===== config.mk =====
export PLATFORM = sky130hd
export DESIGN_NAME = counter_top
export DESIGN_NICKNAME = d
export VERILOG_FILES = /design/src/rtl/counter_pkg.sv /design/src/rtl/counter_next.sv /design/src/rtl/counter_top.sv
export SDC_FILE = /design/constraint.sdc
export NUM_CORES = 1
export LEC_CHECK = 0
export BUFFER_PORTS_ARGS = -buffer_cell sky130_fd_sc_hd__buf_2
export CAP_MARGIN = 20
export CORE_MARGIN = 4
export CORE_UTILIZATION = 51
export DETAILED_ROUTE_END_ITERATION = 12
export PLACE_DENSITY = 0.85
export SYNTH_ARGS = -nofsm -noshare
export SYNTH_HDL_FRONTEND = slang
export SYNTH_SLANG_ARGS = --single-unit

===== constraint.sdc =====
create_clock -name clk -period 3.2 [get_ports clk]
set_input_delay 0 -clock clk [delete_from_list [all_inputs] [get_ports clk]]
set_output_delay 0 -clock clk [all_outputs]
set_load 0.02 [all_outputs]

===== src/rtl/counter_pkg.sv =====
// Shared types and Gray-code helpers for the multi-mode counter.
package counter_pkg;

  typedef enum logic [1:0] {
    CNT_BIN     = 2'b00,
    CNT_GRAY    = 2'b01,
    CNT_RING    = 2'b10,
    CNT_JOHNSON = 2'b11
  } count_type_e;

  localparam int unsigned MAX_W = 32;

  // Helpers work on zero-extended MAX_W vectors; only the low w bits are meaningful.
  function automatic logic [MAX_W-1:0] bin2gray(input logic [MAX_W-1:0] b,
                                                input int unsigned     w);
    logic [MAX_W-1:0] g;
    logic [MAX_W-1:0] s;
    g = '0;
    s = b >> 1;
    for (int unsigned i = 0; i < w; i++) begin
      g[i] = (i == w - 1) ? b[i] : (b[i] ^ s[i]);
    end
    return g;
  endfunction

  function automatic logic [MAX_W-1:0] gray2bin(input logic [MAX_W-1:0] g,
                                                input int unsigned     w);
    logic [MAX_W-1:0] b;
    b = '0;
    b[w-1] = g[w-1];
    for (int unsigned i = 1; i < w; i++) begin
      b[w-1-i] = g[w-1-i] ^ b[w-i];
    end
    return b;
  endfunction

endpackage


===== src/rtl/counter_next.sv =====
// Combinational next-value logic for binary, Gray, ring and Johnson modes.
// Johnson stepping is only built when COUNTER_JOHNSON_EN is defined.
module counter_next
  import counter_pkg::*;
#(
  parameter int unsigned COUNT_WIDTH = 8
) (
  input  logic [COUNT_WIDTH-1:0] i_count,
  input  logic                   i_dir,
  input  count_type_e            i_type,
  output logic [COUNT_WIDTH-1:0] o_next
);

  logic [COUNT_WIDTH-1:0] w_gray_bin;
  logic [COUNT_WIDTH-1:0] w_gray_step;

  assign w_gray_bin  = COUNT_WIDTH'(gray2bin(MAX_W'(i_count), COUNT_WIDTH));
  assign w_gray_step = i_dir ? (w_gray_bin + 1'b1) : (w_gray_bin - 1'b1);

  always_comb begin
    o_next = i_count;
    unique case (i_type)
      CNT_BIN:  o_next = i_dir ? (i_count + 1'b1) : (i_count - 1'b1);
      CNT_GRAY: o_next = COUNT_WIDTH'(bin2gray(MAX_W'(w_gray_step), COUNT_WIDTH));
      CNT_RING: o_next = i_dir ? {i_count[0], i_count[COUNT_WIDTH-1:1]}
                               : {i_count[COUNT_WIDTH-2:0], i_count[COUNT_WIDTH-1]};
`ifdef COUNTER_JOHNSON_EN
      CNT_JOHNSON: o_next = i_dir ? {~i_count[0], i_count[COUNT_WIDTH-1:1]}
                                  : {i_count[COUNT_WIDTH-2:0], ~i_count[COUNT_WIDTH-1]};
`else
      CNT_JOHNSON: o_next = i_count;
`endif
      default:  o_next = i_count;
    endcase
  end

endmodule


===== src/rtl/counter_top.sv =====
// Multi-mode up/down counter: register plus reset > load > enable priority.
// Optional Johnson mode enabled by defining COUNTER_JOHNSON_EN.
module counter_top
  import counter_pkg::*;
#(
  parameter int unsigned COUNT_WIDTH = 8
) (
  input  logic                   clk,
  input  logic                   reset_,
  input  logic                   count_dir,
  input  logic                   count_enable_,
  input  logic [1:0]             count_type,
  input  logic                   load_,
  input  logic [COUNT_WIDTH-1:0] load_val,
  output logic [COUNT_WIDTH-1:0] count
);

  logic [COUNT_WIDTH-1:0] r_count;
  logic [COUNT_WIDTH-1:0] w_next;

  counter_next #(.COUNT_WIDTH(COUNT_WIDTH)) u_next (
    .i_count (r_count),
    .i_dir   (count_dir),
    .i_type  (count_type_e'(count_type)),
    .o_next  (w_next)
  );

  // reset_ is active-high despite its name; load_ and count_enable_ are active-low.
  always_ff @(posedge clk) begin
    if (reset_) begin
      r_count <= '0;
    end else if (!load_) begin
      r_count <= load_val;
    end else if (!count_enable_) begin
      r_count <= w_next;
    end
  end

  assign count = r_count;

endmodule


==> results.md <==
- 1st-iter DRT viols: 76
- Die height: 60.4 um
- DR pass1 iterations: 4
- Max Freq: 328 MHz
- Root buf cell: clkbuf_4
- Most frequent cells in the layout: buf_2 (22), a21oi_1 (19), nor2_1 (16)
- WL final: 3.74 mm
- Area Overhead vs Synth: 16.5%
- Layout cells sized above 1: 22.7%
- Status: finished clean
- Commonest non-fill, non-tap cell in the layout: buf_2
- Initial Utilization: 55.1%
- Area share of the largest cell type after synthesis: 13.4%
- CTS H-tree depth: 1
- Post-synth net total: 212
- Period utilisation layout: 95.3%
- First-pass GRT wire length: 6.20 mm
- Min-delay worst type: input port to flip-flop
- RSZ-0062 raised after global routing: yes
- Via count: 1402
- Pwr Total: 1150 uW
- Distinct cells, synth: 41
- Worst-Skew Late Latency: 0.26 ns
- Nets@finish: 240
- Relative slew slack: 61.4%
- Final setup vio count: 0
- Ports: 23
- Mapped cell area: 0.00140 sq mm
- Worst-Margin Slew: 0.579 ns
- Row cnt: 18
- Placeable Area: 0.00254 sq mm
- Inserted Diodes: 0
- PortBufs: 22
- Horiz. Die Dim: 60.4 um
- CTS Buf Count: 3
- CP Max Fanout: 3
- Avg Cell Area, Syn: 7.74 sq um
- Clk slew on worst S/H paths: 0.06 ns
- Count of warnings emitted by yosys: 0
- Initial antenna violation count: 0
- DRC violations left: 0
- Setup TNS: 0 ns
- Largest register FFs: 8
- Final ANT Viol Nets: 0
- Synth area leaders: ha_1 (13%), dfxtp_1 (11%), xnor2_1 (9.4%), a21oi_1 (6.8%), mux2i_1 (6.4%)
- CTS max path bufs: 2
- Clk sink count: 8
- Clock Skews: 0.0143 ns
- Critical path required time: 3.37 ns
- Final Max Tran Viols: 0
- Vias per cell: 5.92
- Critical path type: flip-flop to flip-flop
- Yosys top cell by area: ha_1
- Post-layout minimum cycle time: 3.05 ns
- CP Capture Type: flip-flop
- Max-cap viol count: 0
- Average routed wire per standard cell: 15.8 um
- Critical path startpoint category: flip-flop
- Leak: 0.000790 uW
- Number of global-route vias before repair: 1343
- CTS tree: yes
- GPL Wtd Cong: 0.939
- Global Route Usage Sum: 22.7%
- Die Area: 0.00365 sq mm
- Peak VDD IR: 0.513 mV
- Largest net degree at the start of global routing: 18
- P per Cell Area: 707 mW/mm^2
- Final hold violation count: 0
- Sequential element share of the synthesized area: 11.4%
- Gr ovfl total: 0
- DP Wirelength: 2.79 mm
- Mapped Cells: 181
- #FFs+latches synth: 8
- Critical path data arrival time: 3.22 ns
==> worst paths after layout <==
path / cells after the start / endpoint / startpoint / slack [ns]
worst max-delay path: 11 / count[5] / count[7] / 0.15
worst min register to register: 2 / count[2] / count[2] / 0.58
worst max register to register: 11 / count[5] / count[7] / 0.15
worst min-delay path: 3 / count[2] / load_val[2] / 0.04
==> metal layers <==
layer / wire length [um] / vias up / GRT usage [%]
li1: - / 698 / -
met3: 273 / 10 / 6.60
met2: 1820 / 62 / 38.0
met1: 1560 / 632 / 28.0
met5: 0 / - / 0
met4: 88 / 0 / 7.74
==> cells in the mapped netlist (all sizes together) <==
master,instances
nand2,15
a21oi,19
nor2,16
nand3,1
xnor3,2
a21o,4
buf,3
o32ai,1
nor3b,1
dfxtp,8
nor3,4
a311oi,1
inv,12
or2,1
xor2,10
mux2,1
nor4b,1
mux2i,9
a2111oi,2
a31oi,2
nor2b,4
xnor2,16
ha,15
o311ai,2
xor3,1
a221oi,1
o2111ai,1
o22ai,5
o31a,1
o21bai,2
fa,1
a211oi,1
clkbuf,5
a22oi,1
and3b,1
o21ai,11
==> critical path, stage by stage, from the launching register on <==
cell and delay, ns:
dfxtp_2 0.32, xnor3_2 0.45, xnor3_2 0.30, ha_1 0.32, and3b_1 0.16, o21ai_0 0.19, nor4b_2 0.25, o31a_1 0.21
nor3_2 0.06, xor2_2 0.20, xor3_1 0.35, o22ai_1 0.17
==> layout make-up <==
| cell class | count | area [sq um] |
|---|---|---|
| multi-input cells | 153 | 1180 |
| fillers | 229 | 912 |
| repair buffers | 31 | 180 |
| flip-flops and latches | 8 | 163 |
| inverters | 12 | 45.0 |
| well taps | 30 | 37.5 |
| clock buffers | 3 | 22.5 |
==> per-stage QoR <==
stage                     utilization, %  hold WS, ns  instances  area (sq um)  worst slack (ns)
after floorplan                        -        0.152        181          1400            0.0511
after global placement              61.8        0.239        233          1570             0.157
after detailed placement            61.8        0.251        233          1570            0.0885
after CTS                           63.1       0.0557        237          1610            0.0531
after global routing                64.2       0.0836        237          1630           -0.0744
final                               64.2       0.0407        237          1630             0.151
==> power by group <==
| group | switching [uW] | total [uW] | internal [uW] |
|---|---|---|---|
| Combinational | 490 | 946 | 456 |
| Sequential | 15.7 | 127 | 112 |
| Clock | 37.6 | 80.7 | 43.1 |
==> kinds of logic after synthesis <==
group | after synthesis | synth area share, %
XOR/XNOR | 29 | 22.4
flip-flops | 8 | 11.4
multiplexers | 10 | 7.23
AND/OR/NAND/NOR | 44 | 14.5
adder cells (fa/ha/maj) | 16 | 14.8
buffers and inverters | 20 | 5.89
AO/OA/AOI/OAI | 54 | 23.8
==> what timing repair did <==
item | CTS | global route
gates resized for setup | 0 | 6
endpoints found under the hold margin | 1 | 0
setup buffers | 0 | 0
setup endpoints to repair | 0 | 5
hold buffers | 1 | 0
Note: power is estimated with default switching activity, not from simulation.
